==> config.mk <==
export PLATFORM = sky130hd
export DESIGN_NAME = mpu_bus_interface
export DESIGN_NICKNAME = d
export VERILOG_FILES = /design/src/rtl/mpu_bus_pkg.sv /design/src/rtl/sync_2ff.sv /design/src/rtl/mpu_bus_interface.sv
export SDC_FILE = /design/constraint.sdc
export NUM_CORES = 1
export LEC_CHECK = 0
export CORE_MARGIN = 2
export CORE_UTILIZATION = 43
export CTS_CLUSTER_SIZE = 10
export DETAILED_ROUTE_END_ITERATION = 6
export PLACE_DENSITY = 0.75
export REMOVE_ABC_BUFFERS = 1
export SLEW_MARGIN = 15
export SYNTH_ARGS = -nofsm -noshare
export SYNTH_HDL_FRONTEND = slang
export SYNTH_HIERARCHICAL = 1
export SYNTH_SLANG_ARGS = --single-unit
export TNS_END_PERCENT = 100
==> constraint.sdc <==
create_clock -name clk -period 1.4 [get_ports clk]
set_input_delay 0.35 -clock clk [delete_from_list [all_inputs] [get_ports clk]]
set_output_delay 0.35 -clock clk [all_outputs]
set_load 0.05 [all_outputs]
==> src/rtl/mpu_bus_pkg.sv <==
// Shared constants and FSM encoding for the MPU external-bus front end.
package mpu_bus_pkg;

    localparam int DEF_ADDR_WIDTH = 16;
    localparam int DEF_DATA_WIDTH = 8;
    localparam int RD_LATENCY_MAX = 4;
    localparam int CNT_W          = $clog2(RD_LATENCY_MAX);
    localparam int STATE_W        = 3;

    typedef enum logic [STATE_W-1:0] {
        ST_IDLE      = 3'd0,
        ST_ADDR      = 3'd1,
        ST_WR_ACTIVE = 3'd2,
        ST_WR_COMMIT = 3'd3,
        ST_RD_REQ    = 3'd4,
        ST_RD_WAIT   = 3'd5,
        ST_RD_DRIVE  = 3'd6
    } state_t;

endpackage

==> src/rtl/sync_2ff.sv <==
// Two-flop synchroniser for a group of signals that must stay cycle-aligned.
module sync_2ff #(
    parameter int               WIDTH   = 1,
    parameter logic [WIDTH-1:0] RST_VAL = '0
) (
    input  logic             clk,
    input  logic             reset,
    input  logic [WIDTH-1:0] i_d,
    output logic [WIDTH-1:0] o_q
);

    logic [WIDTH-1:0] r_meta;
    logic [WIDTH-1:0] r_sync;

    always_ff @(posedge clk or posedge reset) begin
        if (reset) begin
            r_meta <= RST_VAL;
            r_sync <= RST_VAL;
        end else begin
            r_meta <= i_d;
            r_sync <= r_meta;
        end
    end

    assign o_q = r_sync;

endmodule

==> src/rtl/mpu_bus_interface.sv <==
// AVR multiplexed-bus front end: synchronises ALE/_RD/_WR and the address/data
// pads, then issues one-cycle read/write requests to the register decode block.
module mpu_bus_interface
    import mpu_bus_pkg::*;
#(
    parameter int ADDR_WIDTH = DEF_ADDR_WIDTH,
    parameter int DATA_WIDTH = DEF_DATA_WIDTH,
    parameter int RD_LATENCY = 1
) (
    input  logic                             clk,
    input  logic                             reset,
    input  logic                             _mpu_rd,
    input  logic                             _mpu_wr,
    input  logic                             mpu_ale,
    input  logic [ADDR_WIDTH-DATA_WIDTH-1:0] mpu_ah,
    input  logic [DATA_WIDTH-1:0]            mpu_ad_in,
    output logic [DATA_WIDTH-1:0]            mpu_ad_out,
    output logic                             mpu_ad_oe,
    output logic [ADDR_WIDTH-1:0]            addr,
    output logic                             wr_en,
    output logic [DATA_WIDTH-1:0]            wr_data,
    output logic                             rd_en,
    input  logic [DATA_WIDTH-1:0]            rd_data,
    output logic                             bus_error
);

    localparam int AH_W = ADDR_WIDTH - DATA_WIDTH;

    logic [1:0]            w_strb_n;
    logic                  w_rd_n;
    logic                  w_wr_n;
    logic                  w_ale;
    logic [AH_W-1:0]       w_ah;
    logic [DATA_WIDTH-1:0] w_ad;
    logic                  w_both;

    state_t                r_state;
    state_t                w_next;
    logic                  w_capture;
    logic                  w_load_cnt;
    logic                  w_dec;

    logic [DATA_WIDTH-1:0] r_addr_lo;
    logic [DATA_WIDTH-1:0] r_wr_data;
    logic [DATA_WIDTH-1:0] r_ad_out;
    logic [CNT_W-1:0]      r_cnt;
    logic                  r_rd_done;
    logic                  r_bus_error;

    // Strobes idle high out of reset so no phantom access is seen.
    sync_2ff #(.WIDTH(2), .RST_VAL(2'b11)) u_sync_strb (
        .clk   (clk),
        .reset (reset),
        .i_d   ({_mpu_rd, _mpu_wr}),
        .o_q   (w_strb_n)
    );

    sync_2ff #(.WIDTH(1)) u_sync_ale (
        .clk   (clk),
        .reset (reset),
        .i_d   (mpu_ale),
        .o_q   (w_ale)
    );

    sync_2ff #(.WIDTH(AH_W)) u_sync_ah (
        .clk   (clk),
        .reset (reset),
        .i_d   (mpu_ah),
        .o_q   (w_ah)
    );

    sync_2ff #(.WIDTH(DATA_WIDTH)) u_sync_ad (
        .clk   (clk),
        .reset (reset),
        .i_d   (mpu_ad_in),
        .o_q   (w_ad)
    );

    assign w_rd_n = w_strb_n[1];
    assign w_wr_n = w_strb_n[0];
    assign w_both = !w_rd_n && !w_wr_n;

    always_ff @(posedge clk or posedge reset) begin
        if (reset) begin
            r_state <= ST_IDLE;
        end else begin
            r_state <= w_next;
        end
    end

    // The read latency window spans RD_REQ plus RD_WAIT; r_cnt is the cycles left.
    always_comb begin
        w_next     = r_state;
        w_capture  = 1'b0;
        w_load_cnt = 1'b0;
        w_dec      = 1'b0;
        if (w_both) begin
            w_next = r_state;
        end else if (w_ale) begin
            w_next = ST_ADDR;
        end else begin
            case (r_state)
                ST_IDLE, ST_ADDR: begin
                    if (!w_wr_n) begin
                        w_next = ST_WR_ACTIVE;
                    end else if (!w_rd_n && !r_rd_done) begin
                        w_next     = ST_RD_REQ;
                        w_load_cnt = 1'b1;
                    end
                end
                ST_WR_ACTIVE: begin
                    if (w_wr_n) begin
                        w_next = ST_WR_COMMIT;
                    end
                end
                ST_WR_COMMIT: begin
                    w_next = ST_IDLE;
                end
                ST_RD_REQ, ST_RD_WAIT: begin
                    if (r_cnt == '0) begin
                        w_capture = 1'b1;
                        w_next    = w_rd_n ? ST_IDLE : ST_RD_DRIVE;
                    end else begin
                        w_dec  = 1'b1;
                        w_next = ST_RD_WAIT;
                    end
                end
                ST_RD_DRIVE: begin
                    if (w_rd_n) begin
                        w_next = ST_IDLE;
                    end
                end
                default: begin
                    w_next = ST_IDLE;
                end
            endcase
        end
    end

    always_ff @(posedge clk or posedge reset) begin
        if (reset) begin
            r_addr_lo   <= '0;
            r_wr_data   <= '0;
            r_ad_out    <= '0;
            r_cnt       <= '0;
            r_rd_done   <= 1'b0;
            r_bus_error <= 1'b0;
        end else begin
            if (w_ale) begin
                r_addr_lo <= w_ad;
            end
            if (r_state == ST_WR_ACTIVE) begin
                r_wr_data <= w_ad;
            end
            if (w_capture) begin
                r_ad_out <= rd_data;
            end
            if (w_load_cnt) begin
                r_cnt <= CNT_W'(RD_LATENCY - 1);
            end else if (w_dec) begin
                r_cnt <= r_cnt - CNT_W'(1);
            end
            // One read request per _rd low period, even across an ALE abort.
            if (w_rd_n) begin
                r_rd_done <= 1'b0;
            end else if (w_load_cnt) begin
                r_rd_done <= 1'b1;
            end
            if (w_both) begin
                r_bus_error <= 1'b1;
            end
        end
    end

    assign addr       = {w_ah, r_addr_lo};
    assign wr_data    = r_wr_data;
    assign wr_en      = (r_state == ST_WR_COMMIT) && !w_ale && !w_both;
    assign rd_en      = (r_state == ST_RD_REQ) && !w_ale && !w_both;
    assign mpu_ad_out = r_ad_out;
    assign mpu_ad_oe  = (r_state == ST_RD_DRIVE) && !w_rd_n && w_wr_n && !w_ale;
    assign bus_error  = r_bus_error;

endmodule

Yosys cells after proc, flatten, opt, wreduce, memory -nomap -nowiden
Index checks and enable logic that the tools add are counted.

Flip-flop bits (word level): 69. Output and inout bits: 36. Input port bits: 29. Word-level logic and storage cells: 72.

Reductions and logical operators: 21. Equal/unequal tests: 9. Multiplexer cells: 25. Add/sub/neg operators: 1. Bitwise operators: 1.

Operators by type and width (count): $mux 3 (7); $mux 1 (15); $pmux 3 s4 (1); $eq 3x3->1 const B (3); $logic_and 1x1->1 (9); $eq 3x2->1 const B (2); $ne 3x1->1 const B (2); $logic_not 1->1 (5); $mux 2 (2); $ne 4x3->1 const B (1); $reduce_and 4->1 (1); $reduce_bool 2->1 (2); $reduce_or 2->1 (2); $eq 3x1->1 const B (1); $logic_not 3->1 (1); $logic_not 2->1 (1); $sub 2x1->2 const B (1); $not 1->1 (1).

Logic depth before layout (Yosys ltp)
Depth after elaboration: 9. Mapped depth: 6. Depth with buffers taken out: 6.

Hierarchy
Netlist, hierarchy kept.

Modules (own cells, without submodules): mpu_bus_interface (sequential area each 775.7 um2, cells each 107, instances 1, area an instance 1437.6 um2); sync_2ff at u_sync_ad ... (sequential area each 400.4 um2, cells each 17, instances 2, area an instance 404.1 um2); sync_2ff at u_sync_strb (sequential area each 105.1 um2, cells each 5, instances 1, area an instance 108.9 um2); sync_2ff at u_sync_ale (sequential area each 50.0 um2, cells each 3, instances 1, area an instance 53.8 um2).

Least setup slack after synthesis
Ideal clock, no wire load.

Kind: reg2out. Start point: register u_sync_strb.r_sync[1], in the netlist u_sync_strb/o_q[1]. End point: output rd_en. Data required time: 1.050 ns. Setup slack: -1.180 ns. Stages on the path, launching flop included: 4. Buffers on the path: 1. Data arrival time: 2.230 ns. Cell sequence: dfstp_2 clkbuf_2 o21ai_2 nor4_1.

Word-level cells in the longest chain between the ends: 4.

RTL lines: start: declaration (line sync_2ff.sv:13) `logic [WIDTH-1:0] r_sync;`; start signal: assignment (line sync_2ff.sv:21) `r_sync <= r_meta;`; $logic_not 1->1 (line mpu_bus_interface.sv:81) `assign w_both = !w_rd_n && !w_wr_n;`; $logic_and 1x1->1 (line mpu_bus_interface.sv:81); $logic_not 1->1 (line mpu_bus_interface.sv:178) `assign rd_en = (r_state == ST_RD_REQ) && !w_ale && !w_both;`; $logic_and 1x1->1 (line mpu_bus_interface.sv:178); end: declaration (line mpu_bus_interface.sv:22) `output logic rd_en,`.

Every way passes these cells.

Worst setup path in the final report
Same ends and word-level chain as after synthesis.

==> summary.md <==
| Metric | Value |
|---|---|
| Worst path cell trace | o21ai_4 -> nor4_1 -> buf_4 -> buf_12 |
| Switching Share | 34.1% |
| Ant diodes | 0 |
| Status | finished, violations left |
| Synth Warn # | 6 |
| Combinational share of power | 39.2% |
| Die area | 6220 um^2 |
| Slowest stage cell, crit path | dfstp_2 |
| Unique cell type count in the Yosys netlist | 37 |
| CP max FO | 4 |
| Core box area | 5470 um^2 |
| Clock Tree Root | clkbuf_8 |
| CTS buffer count | 9 |
| Fmax | 546 MHz |
| Post-DR vias/cell | 4.67 |
| PwrDens | 1740 nW/um^2 |
| Clock sink total | 69 |
| First-pass GRT wire length | 7.89 mm |
| Clock skew | 0.00754 ns |
| Arr. time, crit path | 1.48 ns |
| DR DRC count | 0 |
| Clock Power Share | 21.8% |
| CTS Buffer Depth | 2 |
| Yosys top cell area share | 67.5% |
| Fin crit share | 131% |
| Clk_lat worst skew | 0.34 ns |
| Slowest stage delay, CP | 0.59 ns |
| Post-DP HPWL | 3.26 mm |
| Peak VDD IR | 1.16 mV |
| Part of the power in registers | 39.0% |
| Area growth syn-to-layout | 63.1% |
| Vias in the first global route | 1631 |
| Total track usage | 17.1% |
| Die Span Y | 78.8 um |
| Final Max Slew Viols | 0 |
| NumNets Final | 276 |
| Setup Viol. Count Final | 24 |
| CP Launch Type | flip-flop |
| Largest net degree at the start of global routing | 19 |
| Initial DRC Count | 68 |
| H-tree level count | 3 |
| Die Wd | 78.8 um |
| Initial antenna violation count | 0 |
| Sequential area share after synthesis | 71.9% |
| Worst setup margin | -0.431 ns |
| Proportion of layout cells with a drive suffix above 1 | 51.2% |
| Num rows | 27 |
| Post-synthesis register bit count | 69 |
| Internal | 4.49 mW |
| Tmin final | 1.83 ns |
| Mapped Cells | 149 |
| Kind of critical path | reg -> out |
| Drt first pass iters | 4 |
| Main area contributors after synthesis | dfrtp_1, mux2_2, dfstp_2 |
| Most frequent cells in the layout | dfrtp_1, buf_12, clkdlybuf4s50_1 |
| RSZ-0062 raised after global routing | yes |
| CTS tree | done |
| Top-Level Pins | 65 |
| Total power | 6.82 mW |
| Critical Path RT | 1.05 ns |
| Drt wl/cell | 14.6 um |
| RePlAce Congestion | 0.764 |
| Post-CTS Hold Fix Bufs | 0 |
| Setup TNS | -3.32 ns |
| Starting Density | 44.0% |
| # Max-Cap Violations | 0 |
| Endpoints failing hold | 0 |
| Syn Area/Cell | 16.2 um^2 |
| IO Port Bufs | 64 |
| Clk slew on worst S/H paths | 0.07 ns |
| Cell area after synthesis | 2410 um^2 |
| Hold crit path type | in -> async |
| Worst-Margin Slew | 0.240 ns |
| Post-route ant nets | 0 |
| CP endpoint kind | primary output |
| Cell taking the most area after synthesis | dfrtp_1 |
| Leakage | 1.73 nW |
| Grt ovf | 0 |
| Worst slew margin | 83.8% |
| Final wirelength | 4.69 mm |
| NetSw | 2.33 mW |
| Most common cell after layout, fill and taps aside | dfrtp_1 |
| Via count | 1504 |
| Failing checks | negative setup slack |
[path summary, 6_finish.rpt]
path	startpoint	end	slack [ns]	cells past startpoint
setup / recovery	u_sync_strb/o_q[1]$_DFF_PP1_	rd_en	-0.43	4
hold / removal	reset	u_sync_ale/o_q$_DFF_PP0_	0.26	2
setup reg to reg	u_sync_strb/o_q[0]$_DFF_PP1_	r_state[2]$_DFFE_PP0P_	-0.28	6
hold reg to reg	u_sync_ad/r_meta[3]$_DFF_PP0_	u_sync_ad/o_q[3]$_DFF_PP0_	0.35	0
max in group asynchronous	reset	r_addr_lo[1]$_DFFE_PP0P_	0.74	3
min in group clk	u_sync_ad/r_meta[3]$_DFF_PP0_	u_sync_ad/o_q[3]$_DFF_PP0_	0.35	0
[cell usage after synthesis (all sizes together)]
library cell and instances:
dfrtp 65, mux2 25, inv 7, nor2 7, a21oi 4, buf 4
dfstp 4, nor3 4, clkbuf 3, nor3b 3, nand2 2, nor4 2
o21a 2, o21ai 2, a211oi 1, a311oi 1, and4b 1, ha 1
nand2b 1, nand4bb 1, nor4b 1, o22a 1, o31ai 1, o32ai 1
or2 1, or2b 1, or3 1, or3b 1, xnor2 1
[final cells by class]
cell class              count  area [um^2]
flip-flops and latches     69         1730
fillers                   374         1540
repair buffers             93         1230
multi-input cells          66          663
clock buffers              12          165
well taps                  72         90.1
inverters                   7         26.3
clock inverters             3         20.0
[stage by stage]
step	hold slack, ns	worst slack (ns)	util, %	instances	cell area (um^2)
global route	0.280	-0.462	71.8	322	3930
CTS	0.262	-0.433	71.1	322	3890
finish	0.259	-0.431	71.8	322	3930
global placement	0.331	-0.0961	66.0	301	3610
floorplan	0.0912	-1.12	-	142	2340
detailed placement	0.335	-0.135	66.0	301	3610
[worst max-delay path, delay by kind of cell, from the launching register on]
kind | cells | cell delay [ns]
compound gates | 1 | 0.08
buf+inv | 2 | 0.29
flops | 1 | 0.59
simple gates | 1 | 0.18
[state kept, by name (all words and copies together) (netlist names), 2 cells and up]
register	flops
u_sync_ad/r_meta	8
r_cnt	2
u_sync_ah/r_meta	8
u_sync_ah/o_q	8
mpu_ad_out	8
u_sync_strb/o_q	2
r_addr_lo	8
wr_data	8
u_sync_strb/r_meta	2
r_state	3
u_sync_ad/o_q	8
[metal layers]
layer | routed length, um | share of wire [%] | global-route usage [%] | up-vias
met3 | 384 | 8.2 | 7.84 | 9
met1 | 1900 | 40 | 19.9 | 737
met5 | 0 | 0 | 0 | -
met2 | 2310 | 49 | 27.3 | 59
li1 | - | - | - | 699
met4 | 96 | 2.0 | 7.93 | 0
[power groups by stage]
| stage | Combinational [mW] | Clock (mW) | Sequential [mW] |
|---|---|---|---|
| floorplan | 0.370 | 0 | 3.44 |
| global placement | 2.61 | 0 | 2.66 |
| detailed placement | 2.64 | 0 | 2.68 |
| CTS | 2.69 | 1.52 | 2.65 |
| global route | 2.78 | 1.61 | 2.71 |
| finish | 2.68 | 1.48 | 2.66 |
[cells by family after synthesis]
family | count (synthesis) | synth area share, %
muxes | 25 | 11.8
and+or+nand+nor | 26 | 7.43
buffers and inverters | 14 | 3.90
DFF | 69 | 71.9
xor gates and xnor gates | 1 | 0.364
AOI/OAI and AO/OA | 13 | 4.05
adders and majority gates | 1 | 0.519
[timing repair]
| action | 4_1_cts | 5_1_grt |
|---|---|---|
| setup endpoints to repair | 23 | 24 |
| gates resized for setup | 13 | 5 |
| pin swaps | 9 | 8 |
| setup buffers | 6 | 1 |
Power figures use the tool's default switching activity.
